<file path="config.mk">
export PLATFORM = sky130hd
export DESIGN_NAME = checkpoint_alloc_ctrl
export DESIGN_NICKNAME = d
export VERILOG_FILES = /design/src/rtl/core_types_pkg.sv /design/src/rtl/checkpoint_range_check.sv /design/src/rtl/checkpoint_alloc_ctrl.sv
export SDC_FILE = /design/constraint.sdc
export NUM_CORES = 1
export LEC_CHECK = 0
export ABC_AREA = 1
export CAP_MARGIN = 20
export CORE_MARGIN = 2
export CORE_UTILIZATION = 35
export DETAILED_ROUTE_END_ITERATION = 8
export GPL_TIMING_DRIVEN = 0
export PLACE_DENSITY = 0.66
export SLEW_MARGIN = 20
export SYNTH_ARGS = -nofsm -noshare
export SYNTH_HDL_FRONTEND = slang
export SYNTH_HIERARCHICAL = 1
export SYNTH_SLANG_ARGS = --single-unit
</file>
<file path="constraint.sdc">
create_clock -name CLK -period 4.54 [get_ports CLK]
set_input_delay 0.681 -clock CLK [delete_from_list [all_inputs] [get_ports CLK]]
set_output_delay 0.681 -clock CLK [all_outputs]
set_load 0.05 [all_outputs]
</file>
<file path="src/rtl/core_types_pkg.sv">
// Shared core-wide sizing defaults for the checkpoint allocator.
package core_types_pkg;
   localparam int unsigned DEF_CHECKPOINT_COUNT       = 8;
   localparam int unsigned DEF_CHECKPOINT_INDEX_WIDTH = 3;
   localparam int unsigned DEF_CHECKPOINT_THRESHOLD   = 3;
endpackage

</file>
<file path="src/rtl/checkpoint_range_check.sv">
// Combinational test: does idx fall inside the live window [head, head+used) modulo 2**IDX_W.
module checkpoint_range_check #(
   parameter int unsigned IDX_W = 3
) (
   input  logic [IDX_W-1:0] i_idx,
   input  logic [IDX_W-1:0] i_head,
   input  logic [IDX_W:0]   i_used,
   output logic             o_in_range
);
   logic [IDX_W-1:0] w_offset;

   // Distance from the oldest slot; an empty window (used == 0) never matches.
   assign w_offset   = i_idx - i_head;
   assign o_in_range = ({1'b0, w_offset} < i_used);
endmodule

</file>
<file path="src/rtl/checkpoint_alloc_ctrl.sv">
// Circular checkpoint slot allocator: in-order save/clear with mispredict rollback.
module checkpoint_alloc_ctrl
   import core_types_pkg::*;
#(
   parameter int unsigned CHECKPOINT_COUNT       = DEF_CHECKPOINT_COUNT,
   parameter int unsigned CHECKPOINT_INDEX_WIDTH = DEF_CHECKPOINT_INDEX_WIDTH,
   parameter int unsigned CHECKPOINT_THRESHOLD   = DEF_CHECKPOINT_THRESHOLD
) (
   input  logic                              CLK,
   input  logic                              nRST,
   input  logic                              save_valid,
   output logic                              save_ready,
   output logic [CHECKPOINT_INDEX_WIDTH-1:0] save_index,
   input  logic                              restore_valid,
   input  logic [CHECKPOINT_INDEX_WIDTH-1:0] restore_index,
   input  logic                              clear_valid,
   input  logic [CHECKPOINT_INDEX_WIDTH-1:0] clear_index,
   output logic [CHECKPOINT_INDEX_WIDTH:0]   free_count,
   output logic                              above_threshold,
   output logic                              error_pulse
);
   localparam int unsigned IW = CHECKPOINT_INDEX_WIDTH;
   localparam int unsigned UW = CHECKPOINT_INDEX_WIDTH + 1;

   logic [IW-1:0] r_head;
   logic [IW-1:0] r_tail;
   logic [UW-1:0] r_used;
   logic          r_error;

   logic          w_clear_ok;
   logic [IW-1:0] w_head_clr;
   logic [UW-1:0] w_used_clr;
   logic          w_in_range;
   logic          w_restore_ok;
   logic          w_save_acc;
   logic [IW-1:0] w_restore_off;

   // Clear is resolved first; the restore is judged against the post-clear window.
   assign w_clear_ok = clear_valid && (r_used != '0) && (clear_index == r_head);
   assign w_head_clr = w_clear_ok ? r_head + IW'(1) : r_head;
   assign w_used_clr = w_clear_ok ? r_used - UW'(1) : r_used;

   checkpoint_range_check #(
      .IDX_W (IW)
   ) u_range_check (
      .i_idx      (restore_index),
      .i_head     (w_head_clr),
      .i_used     (w_used_clr),
      .o_in_range (w_in_range)
   );

   assign w_restore_ok  = restore_valid && w_in_range;
   assign w_restore_off = restore_index - w_head_clr;

   // A same-cycle legal clear frees a slot, so a full buffer can still take the save.
   assign save_ready = !restore_valid &&
                       ((r_used < UW'(CHECKPOINT_COUNT)) || w_clear_ok);
   assign w_save_acc = save_valid && save_ready;

   always_ff @(posedge CLK or negedge nRST) begin
      if (!nRST) begin
         r_head  <= '0;
         r_tail  <= '0;
         r_used  <= '0;
         r_error <= 1'b0;
      end else begin
         r_head  <= w_head_clr;
         r_error <= (clear_valid && !w_clear_ok) || (restore_valid && !w_restore_ok);
         if (w_restore_ok) begin
            r_tail <= restore_index;
            r_used <= {1'b0, w_restore_off};
         end else begin
            if (w_save_acc) r_tail <= r_tail + IW'(1);
            r_used <= w_used_clr + UW'(w_save_acc);
         end
      end
   end

   assign save_index      = r_tail;
   assign free_count      = UW'(CHECKPOINT_COUNT) - r_used;
   assign above_threshold = (free_count >= UW'(CHECKPOINT_THRESHOLD));
   assign error_pulse     = r_error;
endmodule

</file>
# Word-level counts from Yosys, hierarchy flattened
# Cells that the tools add are included.
classes:
  addsub: 6
  n_eq_ne: 1
  order_cmp: 3
  reduce_logical: 14
  mux: 5
ops:
  columns: ["cell", "count"]
  rows:
  - ["3-bit 2-to-1 mux", 3]
  - ["4-bit 2-to-1 mux", 2]
  - ["1-bit logical AND", 7]
  - ["3-bit by 1-bit adder with 3-bit output (second input constant)", 2]
  - ["4-bit by 1-bit adder with 4-bit output", 1]
  - ["4-bit by 2-bit >= comparator with 1-bit output (second input constant)", 1]
  - ["3-bit by 4-bit less-than comparator with 1-bit output", 1]
  - ["4-bit less-than comparator (second input constant)", 1]
  - ["4-bit nonzero test", 1]
  - ["4-bit by 1-bit subtractor with 4-bit output (second input constant)", 1]
  - ["4-bit subtractor (first input constant)", 1]
  - ["3-bit == test", 1]
  - ["1-bit zero test", 3]
  - ["3-bit subtractor", 1]
  - ["1-bit logical OR", 2]
  - ["2-bit nonzero test", 1]
word_totals:
  inputBits: 11
  output_inout_bits: 10
  register_bits: 11
  elab_cells: 33

# Longest topological paths before layout
depth:
  depth_word: 10
  mapped_depth: 22
  depth_no_buf: 22

# Hierarchy
# Netlist, hierarchy kept.
modules_own_cells:
  columns: ["module", "cells_per_inst", "area_each_um2", "n_inst", "seq_area_each_um2"]
  rows:
  - ["checkpoint_alloc_ctrl", 114, 889.6, 1, 275.3]
  - ["checkpoint_range_check", 24, 143.9, 1, 0.0]

# Least setup slack after synthesis
# Ideal clock, no wire load.
synth_path:
  kind: "input to register"
  startpoint: "input port clear_index[2]"
  endpoint: "register r_tail[0] (netlist: save_index[0])"
  required_time_ns: 4.413
  setup_ns: 0.127
  path_buffers: 1
  path_slack_ns: 1.235
  arrival_ns: 3.178
  cell_stages: 19
  cell_sequence: "xnor2_1 > nand3_4 > xor2_1 > ha_1 > inv_1 > fa_1 > xor2_1 > nand2_1 > nand2_1 > ha_1 > inv_1 > nor2_1 > a21oi_1 > nand2_1 > buf_6 > nand2_1 > o21ai_0 > nand2_1 > o21ai_0"
synth_between:
  elab_chain_cells: 7
  word_cells_on_any_way: 12
  classes_between: "add/sub (1); order compare (1); eq/ne (1); mux (3); reduce/logical (6)"
synth_lines:
  columns: ["element", "line", "source"]
  rows:
  - ["from (decl)", "checkpoint_alloc_ctrl.sv:17", "input logic [CHECKPOINT_INDEX_WIDTH-1:0] clear_index,"]
  - ["3-bit == test (*)", "checkpoint_alloc_ctrl.sv:39", "assign w_clear_ok = clear_valid && (r_used != '0) && (clear_index == r_head);"]
  - ["1-bit logical AND (*)", "checkpoint_alloc_ctrl.sv:39", null]
  - ["3-bit 2-to-1 mux (*)", "checkpoint_alloc_ctrl.sv:40", "assign w_head_clr = w_clear_ok ? r_head + IW'(1) : r_head;"]
  - ["via w_head_clr[0]", "checkpoint_alloc_ctrl.sv:31", "logic [IW-1:0] w_head_clr;"]
  - ["3-bit subtractor (*)", "checkpoint_range_check.sv:13", "assign w_offset = i_idx - i_head;"]
  - ["3-bit by 4-bit less-than comparator with 1-bit output (*)", "checkpoint_range_check.sv:14", "assign o_in_range = ({1'b0, w_offset} < i_used);"]
  - ["via w_in_range", "checkpoint_alloc_ctrl.sv:33", "logic w_in_range;"]
  - ["1-bit logical AND (*)", "checkpoint_alloc_ctrl.sv:52", "assign w_restore_ok = restore_valid && w_in_range;"]
  - ["3-bit 2-to-1 mux / 2-bit nonzero test (equally long branches)", null, null]
  - ["to (signal assigned)", "checkpoint_alloc_ctrl.sv:70", "r_tail <= restore_index;"]
  - ["to (signal assigned)", "checkpoint_alloc_ctrl.sv:73", "if (w_save_acc) r_tail <= r_tail + IW'(1);"]
  - ["to (decl)", "checkpoint_alloc_ctrl.sv:26", "logic [IW-1:0] r_tail;"]
# Mark *: on every way through the listed nets, which the timed path passes. The rest lies on a longest branch.
# A chain may end at the register's enable or synchronous reset.

# Final worst setup path
layout_path:
  startpoint: "input port clear_index[0]"
  endpoint: "register r_tail[0] (netlist: save_index[0])"
# Same word-level chain as after synthesis.

==> qor.yml <==
synth_cells: 138
dieArea_um2: 3400
gp_congestion: 0.823
cp-end-kind: "register"
cts_made_buffers: 3
worst_pin_slew_ps: 498
path_class: "primary input to register"
fillers: 299
cap_violations: 0
vias: 868
grt_max_degree: 12
dr.pass1.iters: 4
num_rows: 19
cts_hold_buf: 0
dp_hpwl_mm: 1.73
htreeDepth: 1
wire_per_inst_um: 10.4
cp-start-kind: "primary input"
setup_tns_ps: 0
slew_headroom_pct: 66.7
min_path_type: "register to register"
fin_crit_ps: 3850
cts-root-buf: "clkbuf_4"
ys_seq_area_share_pct: 26.6
clk_pin_slew_ps: 70
initial_core_util_pct: 37.2
cp.required_ps: 4690
cts_resized: 0
nets: 187
clockBufferDepth: 2
grt-ovfl-total: 0
die_h_um: 58.3
final-setup-viol-count: 0
core_um2: 2780
clk-insertion-delay-late_ps: 270
wl_mm: 2.02
path_max_fanout: 10
status: "completed"
synth.avg_cell_area_um2: 7.49
antenna_left: 0
ys_ff_latch: 11
syn_area_um2: 1030
clock-sinks: 11
first_global_vias: 888
maxSlewViolCount: 0
fin_skew_ps: 1.10
fmax_mhz: 260
diodes: 0
grt_setup_unrepaired: "no"
drt-initial-drc-count: 31
grt_pass1_wl_mm: 3.73
antenna_found_initial: 0
avgViaCountPerCell: 4.50
dpl-instance-area_um2: 1270
arrival_ps: 4000
timing_hold_violations_final: 0
ys_types: 25
syn_to_final_growth_pct: 25.7
track_usage_pct: 14.2
fp.dieW_um: 58.3
syn_nets: 162
numPortBuffers: 20
cts_setup_buffers: 0
ioPinCount: 21
drc: 0
period_share_pct: 84.8
yosysWarnings: 6
postLayoutCellArea_um2: 1300
cts_tree: "yes"
layout-drive-gt1-share_pct: 11.7
==> state kept, by name, summed over array words and instances, names as in the netlist <==
signal       count
error_pulse      1
r_head           3
r_used           4
save_index       3
==> metal layers <==
layer / global-route usage [%] / routed length (um) / up-vias
met2: 23.8 / 956 / 19
met1: 19.3 / 959 / 386
met4: 3.99 / 14 / 0
met3: 1.98 / 85 / 3
met5: 0 / 0 / -
li1: - / - / 460
==> cells in the final DEF (no fill, tap or decap), types with 3 or more instances in the layout <==
cell type | netlist | routed
o21ai_0 | 4 | 4
nand2_1 | 39 | 39
clkbuf_4 | 0 | 3
nand2_2 | 4 | 4
clkdlybuf4s50_1 | 0 | 20
dfrtp_1 | 11 | 11
ha_1 | 11 | 11
xor2_1 | 8 | 8
nor2_1 | 6 | 6
xnor2_1 | 4 | 4
nand3_1 | 4 | 4
inv_2 | 4 | 4
inv_1 | 26 | 26
==> cell type report <==
type	instances	area, um^2	area share [%]
multi-input cells	93	618	47.6
well taps	31	38.8	2.99
flip-flops and latches	11	275	21.2
clock buffers	4	26.3	2.02
inverters	32	121	9.34
repair buffers	20	200	15.4
plain buffers	2	18.8	1.45
==> synth_stat cells <==
library cell / number / area (um^2)
nor3_1: 1 / 5.00
or3_1: 1 / 6.26
o21ai_0: 4 / 20.0
nand3_4: 1 / 17.5
nor2_2: 1 / 6.26
dfrtp_1: 11 / 275
nand3_1: 4 / 20.0
a21oi_1: 1 / 5.00
a21oi_4: 2 / 32.5
nand2_2: 4 / 25.0
nand2_1: 39 / 146
xor2_1: 8 / 70.1
o22ai_1: 1 / 6.26
fa_1: 2 / 40.0
clkinv_2: 1 / 5.00
nand3_2: 1 / 10.0
buf_4: 1 / 7.51
xnor2_1: 4 / 35.0
ha_1: 11 / 138
inv_2: 4 / 15.0
inv_1: 26 / 97.6
buf_6: 1 / 11.3
clkinv_1: 1 / 3.75
nand4_1: 2 / 12.5
nor2_1: 6 / 22.5
==> worst paths after layout <==
check	startpoint	depth (start not counted)	endpoint	slack, ps
worst min-delay path	save_index[1]$_DFFE_PN0P_	2	save_index[1]$_DFFE_PN0P_	510
max in group asynchronous	nRST	1	r_head[2]$_DFF_PN0_	3480
worst max register to register	r_used[0]$_DFF_PN0_	21	save_index[0]$_DFFE_PN0P_	920
worst max-delay path	clear_index[0]	23	save_index[0]$_DFFE_PN0P_	690
min in group asynchronous	nRST	1	r_head[1]$_DFF_PN0_	740
worst min register to register	save_index[1]$_DFFE_PN0P_	2	save_index[1]$_DFFE_PN0P_	510
==> worst max-delay path, cell delays in order <==
cell             delay, ps
clkdlybuf4s50_1        490
inv_1                   50
nand2_1                 50
nand2_1                 60
nor2_2                 190
nand3_4                170
xor2_1                 300
ha_1                   220
inv_1                   50
fa_1                   420
xor2_1                 160
nand2_1                 60
nand2_1                 50
ha_1                   260
inv_1                   50
nor2_1                  30
a21oi_1                200
nand2_1                110
buf_6                  150
nand2_1                 50
o21ai_0                 70
nand2_1                 60
o21ai_0                 70
==> cells by family (layout without fill, tap and decap cells) <==
group / after synthesis / in the layout / synth area share (%)
simple gates: 60 / 60 / 26.3
flops: 11 / 11 / 26.6
fa+ha+maj: 13 / 13 / 17.2
compound gates: 8 / 8 / 6.17
buf+inv: 34 / 58 / 13.6
xor+xnor: 12 / 12 / 10.2
==> stage by stage <==
step	hold WS, ps	utilization [%]	std cells	setup WS, ps
floorplan	385	-	138	1240
global placement	483	45.7	189	462
detailed placement	499	45.7	189	387
CTS	521	46.7	193	669
global route	553	46.7	193	315
finish	509	46.7	193	691
Power is left out: the tool's default activity adds up to more than one toggle a clock period on the data nets, which glitch-free logic cannot reach.
